<file path="src/rtl/program_loader.sv">
// -----------------------------------------------------------------------------
// program_loader
//   Small program memory that is filled by a streaming loader source and read
//   by a processor fetch port. A load is started by load_start, words are
//   accepted through a valid/ready handshake, and the processor is held off
//   while the load is running. Outside a load the memory acts as a
//   registered-output instruction ROM with a 1-cycle read latency.
//
// Ports
//   clk           : clock, rising edge
//   rst_n         : asynchronous active-low reset
//   load_start    : begin or restart a program load
//   wr_data       : instruction word from the loader source
//   wr_valid      : wr_data is valid
//   wr_ready      : block accepts wr_data this cycle (registered)
//   address       : processor fetch address
//   instruction   : registered fetch data (NOP while loading)
//   cpu_hold      : processor must not advance (registered)
//   load_done     : one-cycle pulse when a load completes (registered)
//   words_loaded  : words written in the current or most recent load
// -----------------------------------------------------------------------------
module program_loader #(
  parameter int unsigned DEPTH = 4,
  parameter int unsigned AW    = 2,
  parameter int unsigned DW    = 8
) (
  input  logic          clk,
  input  logic          rst_n,
  input  logic          load_start,
  input  logic [DW-1:0] wr_data,
  input  logic          wr_valid,
  output logic          wr_ready,
  input  logic [AW-1:0] address,
  output logic [DW-1:0] instruction,
  output logic          cpu_hold,
  output logic          load_done,
  output logic [AW:0]   words_loaded
);

  localparam int unsigned CW = AW + 1;

  typedef enum logic [1:0] {
    IDLE = 2'd0,
    LOAD = 2'd1,
    DONE = 2'd2
  } state_e;

  state_e        state_q, state_d;
  logic [AW-1:0] ptr_q, ptr_d;
  logic [CW-1:0] words_loaded_q, words_loaded_d;
  logic [DW-1:0] mem_q [DEPTH];
  logic [DW-1:0] mem_d [DEPTH];
  logic [DW-1:0] instruction_q, instruction_d;
  logic          wr_ready_q, wr_ready_d;
  logic          cpu_hold_q, cpu_hold_d;
  logic          load_done_q, load_done_d;

  // Next-state, memory write and registered-output decode
  always_comb begin
    state_d        = state_q;
    ptr_d          = ptr_q;
    words_loaded_d = words_loaded_q;
    mem_d          = mem_q;

    unique case (state_q)
      IDLE: begin
        if (load_start) begin
          state_d        = LOAD;
          ptr_d          = '0;
          words_loaded_d = '0;
        end
      end
      LOAD: begin
        // A restart wins over a write offered in the same cycle
        if (load_start) begin
          ptr_d          = '0;
          words_loaded_d = '0;
        end else if (wr_valid && wr_ready_q) begin
          mem_d[ptr_q]   = wr_data;
          ptr_d          = ptr_q + AW'(1);
          words_loaded_d = words_loaded_q + CW'(1);
          if (ptr_q == AW'(DEPTH - 1)) begin
            state_d = DONE;
          end
        end
      end
      DONE: begin
        state_d = IDLE;
      end
      default: begin
        state_d = IDLE;
      end
    endcase

    // Handshake and hold flags are registered copies of the next state so
    // they line up with state_q and have no combinational input path
    wr_ready_d  = (state_d == LOAD);
    cpu_hold_d  = (state_d != IDLE);
    load_done_d = (state_d == DONE);

    // Fetch only while idle; writes never happen in IDLE so no bypass
    instruction_d = (state_q == IDLE) ? mem_q[address] : '0;
  end

  // State, pointer and output registers
  always_ff @(posedge clk or negedge rst_n) begin
    if (!rst_n) begin
      state_q        <= IDLE;
      ptr_q          <= '0;
      words_loaded_q <= '0;
      instruction_q  <= '0;
      wr_ready_q     <= 1'b0;
      cpu_hold_q     <= 1'b0;
      load_done_q    <= 1'b0;
    end else begin
      state_q        <= state_d;
      ptr_q          <= ptr_d;
      words_loaded_q <= words_loaded_d;
      instruction_q  <= instruction_d;
      wr_ready_q     <= wr_ready_d;
      cpu_hold_q     <= cpu_hold_d;
      load_done_q    <= load_done_d;
    end
  end

  // Program memory, cleared by reset
  always_ff @(posedge clk or negedge rst_n) begin
    if (!rst_n) begin
      for (int unsigned i = 0; i < DEPTH; i++) begin
        mem_q[i] <= '0;
      end
    end else begin
      for (int unsigned i = 0; i < DEPTH; i++) begin
        mem_q[i] <= mem_d[i];
      end
    end
  end

  assign wr_ready     = wr_ready_q;
  assign cpu_hold     = cpu_hold_q;
  assign load_done    = load_done_q;
  assign instruction  = instruction_q;
  assign words_loaded = words_loaded_q;

endmodule

</file>
<file path="config.mk">
export PLATFORM = sky130hd
export DESIGN_NAME = program_loader
export DESIGN_NICKNAME = d
export VERILOG_FILES = /design/src/rtl/program_loader.sv
export SDC_FILE = /design/constraint.sdc
export NUM_CORES = 1
export LEC_CHECK = 0
export ABC_AREA = 1
export CAP_MARGIN = 10
export CORE_MARGIN = 2
export CORE_UTILIZATION = 45
export DETAILED_ROUTE_END_ITERATION = 6
export DONT_BUFFER_PORTS = 1
export PLACE_DENSITY = 0.69
export SYNTH_ARGS = -nofsm -noshare
export SYNTH_HDL_FRONTEND = slang
export SYNTH_SLANG_ARGS = --single-unit
export TNS_END_PERCENT = 10
</file>
<file path="constraint.sdc">
create_clock -name clk -period 1.55 [get_ports clk]
set_input_delay 0.155 -clock clk [delete_from_list [all_inputs] [get_ports clk]]
set_output_delay 0.155 -clock clk [all_outputs]
set_load 0.05 [all_outputs]
</file>
# Word level (Yosys, flattened, before mapping)
# Cells that the tools add are included.
[word_totals]
out_inout_bits = 14
wordCells = 52
ff_bits = 50
[classes]
add_sub_neg = 2
muxes = 20
n_bitwise = 3
reduce_logical = 7
n_eq_ne = 6
order_cmp = 3
[ops]
columns = ["op", "n"]
rows = [
  ["bitwise mux 32 bit", 1],
  ["two-way mux 8 bit", 4],
  ["binary-select mux 8 bit (select 2 bit)", 1],
  ["demux 8 bit (select 2 bit)", 1],
  ["two-way mux 2 bit", 7],
  ["two-way mux 3 bit", 3],
  ["case mux 2 bit (2 select lines)", 2],
  [">= comparator 3 bit (second input constant)", 2],
  ["NOT 2 -> 3 bit", 2],
  ["case mux 3 bit (2 select lines)", 1],
  ["AND reduction 3 bit", 2],
  ["== test 2 x 1 -> 1 bit (second input constant)", 2],
  ["== test 2 bit (second input constant)", 2],
  ["nonzero test 2 bit", 2],
  ["adder 3 x 1 -> 3 bit (second input constant)", 1],
  ["< comparator 3 x 1 -> 1 bit (second input constant)", 1],
  ["!= test 3 bit (second input constant)", 1],
  ["adder 2 x 1 -> 2 bit (second input constant)", 1],
  ["logical AND 1 bit", 2],
  ["zero test 2 bit", 1],
  ["!= test 2 bit (second input constant)", 1],
  ["NOT 1 bit", 1],
]

# Logic depth before layout (Yosys ltp)
# Gate-level depths: netlist of the first run.
[depth]
depth_word = 6
depth_mapped = 7
mapped_depth_nobuf = 7

# Worst setup path after synthesis of the first run
# No wires, ideal clock.
[synth_timing]
path_kind = "flip-flop to flip-flop"
start = "register wr_ready_q (netlist: wr_ready)"
end = "register mem_q[29] (netlist bit)"
slack_ns = 0.060
t_arrival_ns = 1.371
setup_ns = 0.118
required_ns = 1.432
path_buffers = 1
stages_incl_launch_ff = 7
synth_period_minus_slack_ns = 1.490
path_cell_list = "dfrtp_1 > nand2_2 > nor2_8 > nand3_4 > buf_6 > nand2_1 > o21ai_2"
[synth_between]
elab_chain_len = 2
[synth_lines]
columns = ["item", "line", "source"]
rows = [
  ["start: declaration", "54", "logic wr_ready_q, wr_ready_d;"],
  ["start signal: assignment", "120", "wr_ready_q <= wr_ready_d;"],
  ["logical AND 1 bit", "78", "end else if (wr_valid && wr_ready_q) begin"],
  ["AND reduction 3 bit (no source line)", "--", ""],
  ["end signal: indexed assignment", "134", "mem_q[i] <= mem_d[i];"],
  ["end: declaration", "51", "logic [DW-1:0] mem_q [DEPTH];"],
]
# Every way passes these cells.
# A chain may end at the register's enable or synchronous reset.

# Final worst setup path of the first run
[layout_timing]
start = "register ptr_q[1]"
end = "register mem_q[2] (netlist bit)"
[layout_between]
elab_chain_len = 6
[layout_lines]
columns = ["item", "line", "source"]
rows = [
  ["start: declaration", "49", "logic [AW-1:0] ptr_q, ptr_d;"],
  ["start signal: assignment", "117", "ptr_q <= ptr_d;"],
  ["NOT 2 -> 3 bit (implied by the code) *", "79", "mem_d[ptr_q] = wr_data;"],
  [">= comparator 3 bit (implied by the code) / < comparator 3 x 1 -> 1 bit (equally long branches)", "79", ""],
  ["logical AND 1 bit (implied by the code)", "79", ""],
  ["two-way mux 8 bit (implied by the code)", "79", ""],
  ["demux 8 bit (select 2 bit) *", "79", ""],
  ["bitwise mux 32 bit *", "79", ""],
]
# Every way passes the cells marked *; elsewhere a longest branch is shown, timed or not.

==> summary.txt, run 1 <==
TNS Setup -> 0 ps
largest net degree at the start of global routing -> 51
Die Span Y -> 76.7 um
grt ovf -> 0
Critical Path RT -> 1750 ps
Slew headroom -> 69.7%
RSZ-0062 raised after global routing -> false
dominant cell by count in the synthesized netlist -> nand2_1
cts bufs inserted -> 5
crit path capture type -> flop
DR iter-0 viols -> 109
CTS tree -> built
Sink Count -> 50
Clk pin slew, worst setup/hold paths -> 90 ps
Syn Std Cell Area -> 2380 um^2
Max-cap violations -> 0
Sequential Power Share -> 49.4%
actual slew at the worst max-slew pin -> 454 ps
minimum clock period -> 1370 ps
Worst Setup Start Kind -> flop
status -> finished clean
Post-CTS Setup Bufs -> 0
Fmax -> 729 MHz
clock power share -> 21.9%
final hold violation count -> 0
EDFF count, synth -> 0
Yosys top cell area share -> 52.7%
Core Region -> 5110 um^2
Root Driver -> clkbuf_8
Gate power share -> 28.7%
Syn Inst Count -> 273
Max VDD drop -> 0.687 mV
ANT cells -> 0
initial antenna violation count -> 0
DRC viols -> 0
sequential area share after synthesis -> 52.7%
final net count -> 307
share of cells above drive strength 1 -> 14.9%
Final Util -> 52.6%
Initial Util -> 46.5%
switch share -> 37.4%
Post-Layout Cell Count -> 359
register area -> 1250 um^2
placed cells -> 340
Antenna Violating Nets Remaining -> 0
Slew Limit Fails -> 0
final worst-path cycle share -> 88.5%
commonest register cell after synthesis -> dfrtp_1
Internal Pwr Total -> 0.00268 W
Pwr Density -> 1590 nW/um^2
asr flop ratio synth -> 100%
GPL Wtd Cong -> 0.726
kind of critical path -> reg2reg
vias after detailed routing -> 1718
count of different cell masters after synthesis -> 20
first-pass GRT wire length -> 8.48 mm
Area contributors post-synth -> dfrtp_1 (53%), nand2_1 (16%), o21ai_2 (5.2%)
Layout Area Growth over Synthesis -> 13.1%
hold path depth -> 2
Syn. warnings -> 0
crit path max fanout -> 10
H-tree Lvls -> 2
Die X -> 76.7 um
area leader, netlist -> dfrtp_1
io pins -> 28
multi-input logic area -> 916 um^2
Critical Path AT -> 1580 ps
Synth Net Count -> 292
DR pass1 iterations -> 4
clock buffer depth -> 2
Vias/cell -> 4.79
DIE AREA -> 5880 um^2
total track usage -> 18.2%
Rows -> 26
syn_area_per_cell -> 8.70 um^2
r2r worst-path depth -> 6
vias in the first global route -> 1718
Fillers -> 491
Seq cells post-synth -> 50
Clock Skew -> 6.44 ps
WL/cell -> 13.3 um
Net Switching -> 0.00160 W
Finish-stage setup viols -> 0
Lkg Pwr -> 1.40 nW
PortBufs -> 0
Post-synth top cells -> nand2_1 (103), dfrtp_1 (50), inv_1 (32)
worst min-delay path class -> in2reg
Resize count post-CTS -> 0
clk_lat worst skew -> 310 ps
Final HPWL DP -> 3.15 mm
final WL -> 4.77 mm
path summary, 6_finish.rpt:
path | from | slack, ps | to
worst max-delay path | ptr_q[1]$_DFFE_PN0P_ | 180 | mem_q[2]$_DFFE_PN0P_
worst min-delay path | address[1] | 10 | instruction[1]$_DFF_PN0_
worst max register to register | ptr_q[1]$_DFFE_PN0P_ | 180 | mem_q[2]$_DFFE_PN0P_
worst min register to register | mem_q[3]$_DFFE_PN0P_ | 480 | mem_q[3]$_DFFE_PN0P_
max in group asynchronous | rst_n | 1000 | mem_q[20]$_DFFE_PN0P_
min in group asynchronous | rst_n | 340 | mem_q[16]$_DFFE_PN0P_
cells in the final DEF, fill, tap and decap left out, types with 6 or more instances in the layout:
cell | Yosys | final
nand2_1 | 103 | 103
dfrtp_1 | 50 | 50
inv_1 | 32 | 32
nand3_1 | 20 | 20
o21ai_2 | 14 | 14
o21ai_1 | 11 | 11
dlygate4sd3_1 | 0 | 10
a21oi_1 | 8 | 8
inv_2 | 6 | 6
buf_4 | 0 | 6
layout make-up:
type	count	share of cell area, %
Sequential cell	50	46.6
Multi-Input combinational cell	175	34.1
Timing Repair Buffer	17	6.42
Inverter	39	5.45
Tap cell	70	3.26
Clock buffer	5	2.56
Clock inverter	3	1.68
metal layers:
metal / up-vias / track usage, % / part of all wire, %
li1: 871 / - / -
met4: 0 / 6.18 / 1.3
met5: - / 0 / 0
met2: 38 / 26.8 / 46
met1: 803 / 26.2 / 47
met3: 6 / 4.71 / 5.5
cell families (layout without fill, tap and decap cells):
group           after synthesis  count (layout)  share of synthesized area (%)
fa+ha+maj                     5               5                           2.63
simple gates                134             134                           25.8
buf+inv                      48              64                           8.79
mux                           1               1                          0.421
compound gates               35              35                           9.69
flops                        50              50                           52.7
critical path, stage by stage (launching register included):
cell	delay [ps]
dfrtp_1	400
ha_1	170
clkinv_1	70
nor3_2	170
nand2_1	260
nand2_1	150
nand2_1	60
state kept, by name (all words and copies together), names as in the netlist:
signal,cells
cpu_hold,1
state_q,2
load_done,1
mem_q,32
ptr_q,2
instruction,8
wr_ready,1
words_loaded,3
per-stage QoR:
stage | instance area [um^2] | hold slack [ps] | setup slack (ps) | total power, W
finish | 2690 | 13.0 | 178 | 0.00427
global route | 2690 | 11.8 | 9.40 | 0.00459
CTS | 2690 | 6.11 | 147 | 0.00431
detailed placement | 2450 | -139 | 175 | 0.00332
global placement | 2450 | -139 | 213 | 0.00327
floorplan | 2380 | -141 | 60.5 | 0.00309
power by group through the flow:
stage / clock network (W) / registers [W] / logic, W
floorplan: 0 / 0.00218 / 0.000912
global placement: 0 / 0.00213 / 0.00114
detailed placement: 0 / 0.00214 / 0.00118
CTS: 0.000958 / 0.00211 / 0.00124
global route: 0.00101 / 0.00217 / 0.00142
finish: 0.000936 / 0.00211 / 0.00122
what timing repair did:
item / in CTS / in global routing
hold endpoints to repair: 64 / 0
setup endpoints to repair: 0 / 0
hold buffers: 11 / 0
No activity file was read; power rests on OpenSTA's default activity.
==> inputs of run 2 (changes only) <==
--- a/config.mk
+++ b/config.mk
@@ -11,6 +11,7 @@
 export CORE_UTILIZATION = 45
 export DETAILED_ROUTE_END_ITERATION = 6
 export DONT_BUFFER_PORTS = 1
+export MAX_ROUTING_LAYER = met4
 export PLACE_DENSITY = 0.69
 export SYNTH_ARGS = -nofsm -noshare
 export SYNTH_HDL_FRONTEND = slang
==> run 2 against run 1 <==
Sequential share of layout area is the same. Register-to-register slack is essentially flat. Core utilization stayed put. Hold slack stayed put.
==> summary.txt, run 2 (synthesized netlist as in run 1, its figures left out) <==
status -> finished clean (unchanged)
Clock Skew -> 6.51 ps (was 6.44 ps)
first-pass GRT wire length -> 8.49 mm (was 8.48 mm)
share of cells above drive strength 1 -> 14.9% (unchanged)
Final Util -> 52.6% (unchanged)
clock power share -> 21.9% (about the same)
most common cell after layout, fill and taps aside -> nand2_1 (unchanged)
slowest cell delay on critical path -> 400 ps (about the same)
Gate power share -> 28.7% (about the same)
vias in the first global route -> 1709 (was 1718)
Critical Path RT -> 1750 ps (about the same)
initial antenna violation count -> 0 (unchanged)
Fillers -> 491 (unchanged)
final WL -> 4.77 mm (about the same)
Max VDD drop -> 0.687 mV (about the same)
worst min-delay path class -> in2reg (unchanged)
most frequent cells in the layout -> nand2_1 (103), dfrtp_1 (50), inv_1 (32) (unchanged)
crit path capture type -> flop (unchanged)
Final HPWL DP -> 3.15 mm (unchanged)
GPL Wtd Cong -> 0.735 (was 0.726)
Finish-stage setup viols -> 0 (unchanged)
Lkg Pwr -> 1.40 nW (unchanged)
actual slew at the worst max-slew pin -> 454 ps (unchanged)
Biggest register -> mem_q (unchanged)
Root Driver -> clkbuf_8 (unchanged)
DRC viols -> 0 (unchanged)
Internal Pwr Total -> 0.00268 W (unchanged)
Critical Path AT -> 1580 ps (about the same)
Sequential Power Share -> 49.4% (about the same)
CP Cell Sequence -> ha_1, clkinv_1, nor3_2, nand2_1, nand2_1, nand2_1 (unchanged)
Core Region -> 5110 um^2 (unchanged)
kind of critical path -> reg2reg (unchanged)
TNS Setup -> 0 ps (unchanged)
grt ovf -> 0 (unchanged)
cts bufs inserted -> 5 (unchanged)
Die Span Y -> 76.7 um (unchanged)
Initial Util -> 46.5% (unchanged)
max reg flops -> 32 (unchanged)
Net Switching -> 0.00160 W (about the same)
Die X -> 76.7 um (unchanged)
CP most frequent cell -> nand2_1 (unchanged)
DIE AREA -> 5880 um^2 (unchanged)
PortBufs -> 0 (unchanged)
switch share -> 37.4% (about the same)
total track usage -> 18.8% (was 18.2%)
Post-CTS Setup Bufs -> 0 (unchanged)
final worst-path cycle share -> 88.5% (unchanged)
RSZ-0062 raised after global routing -> false (unchanged)
DR iter-0 viols -> 109 (unchanged)
vias after detailed routing -> 1718 (unchanged)
Slowest-stage cell, CP -> dfrtp_1 (unchanged)
minimum clock period -> 1370 ps (unchanged)
CTS tree -> built (unchanged)
Clk pin slew, worst setup/hold paths -> 90 ps (about the same)
H-tree Lvls -> 2 (unchanged)
Fmax -> 729 MHz (unchanged)
crit path max fanout -> 10 (unchanged)
Max-cap violations -> 0 (unchanged)
Rows -> 26 (unchanged)
Slew headroom -> 69.7% (unchanged)
Slew Limit Fails -> 0 (unchanged)
Vias/cell -> 4.79 (unchanged)
Pwr Density -> 1590 nW/um^2 (about the same)
clk_lat worst skew -> 310 ps (about the same)
largest net degree at the start of global routing -> 51 (unchanged)
final hold violation count -> 0 (unchanged)
final net count -> 307 (unchanged)
Layout Area Growth over Synthesis -> 13.1% (unchanged)
Worst Setup Start Kind -> flop (unchanged)
Antenna Violating Nets Remaining -> 0 (unchanged)
clock buffer depth -> 2 (unchanged)
io pins -> 28 (unchanged)
WL/cell -> 13.3 um (about the same)
Sink Count -> 50 (unchanged)
ANT cells -> 0 (unchanged)
DR pass1 iterations -> 4 (unchanged)
run 2: cell counts in the layout (fill, tap and decap cells not counted):
Identical to the previous run, type by type.
run 2: routing by layer:
layer | track usage [%] | up-vias | part of all wire (%)
met5 | - | - | 0
met4 | 6.18 | 0 | 1.3
met3 | 4.94 | 6 | 5.4
met2 | 26.8 | 38 | 46
met1 | 26.3 | 803 | 47
li1 | - | 871 | -
run 2: final timing paths:
| check | startpoint | endpoint | slack (ps) | cells after the start |
|---|---|---|---|---|
| max reg2reg | ptr_q[1]$_DFFE_PN0P_ | mem_q[2]$_DFFE_PN0P_ | 180 | 6 |
| max in group asynchronous | rst_n | mem_q[20]$_DFFE_PN0P_ | 1000 | 2 |
| min in group asynchronous | rst_n | mem_q[16]$_DFFE_PN0P_ | 340 | 2 |
| min reg2reg | mem_q[3]$_DFFE_PN0P_ | mem_q[3]$_DFFE_PN0P_ | 480 | 2 |
| max | ptr_q[1]$_DFFE_PN0P_ | mem_q[2]$_DFFE_PN0P_ | 180 | 6 |
| min | address[1] | instruction[1]$_DFF_PN0_ | 10 | 2 |
run 2: layout make-up:
cell class / count / area [um^2] / share of cell area (%)
flip-flops and latches: 50 / 1250 / 46.6
multi-input cells: 175 / 916 / 34.1
repair buffers: 17 / 173 / 6.42
inverters: 39 / 146 / 5.45
well taps: 70 / 87.6 / 3.26
clock buffers: 5 / 68.8 / 2.56
clock inverters: 3 / 45.0 / 1.68
run 2: what timing repair did:
item / in CTS / in global routing
resized for setup: 0 / 0
hold buffers: 11 / 0
endpoints found under the setup margin: 0 / 0
endpoints found under the hold margin: 64 / 0
run 2: worst max-delay path: cells and delay by family (launching register included):
kind / cells / cell delay, ps
adder cells (fa/ha/maj): 1 / 170
flip-flops: 1 / 400
AND/OR/NAND/NOR: 4 / 640
buffers and inverters: 1 / 70
run 2: power groups by stage:
| stage | clock network [W] | registers, W | logic (W) |
|---|---|---|---|
| final | 0.000936 | 0.00211 | 0.00122 |
| after detailed placement | 0 | 0.00214 | 0.00118 |
| after global placement | 0 | 0.00213 | 0.00114 |
| after floorplan | 0 | 0.00218 | 0.000912 |
| after global routing | 0.00101 | 0.00217 | 0.00142 |
| after CTS | 0.000958 | 0.00211 | 0.00124 |
run 2: through the flow:
stage               worst slack (ps)  instance area [um^2]  power (W)  instances  hold slack [ps]
CTS                              147                  2690    0.00431        359             6.11
global placement                 213                  2450    0.00327        340             -139
detailed placement               175                  2450    0.00332        340             -139
floorplan                       60.5                  2380    0.00309        273             -141
global route                    9.35                  2690    0.00459        359             9.15
finish                           178                  2690    0.00427        359             13.0
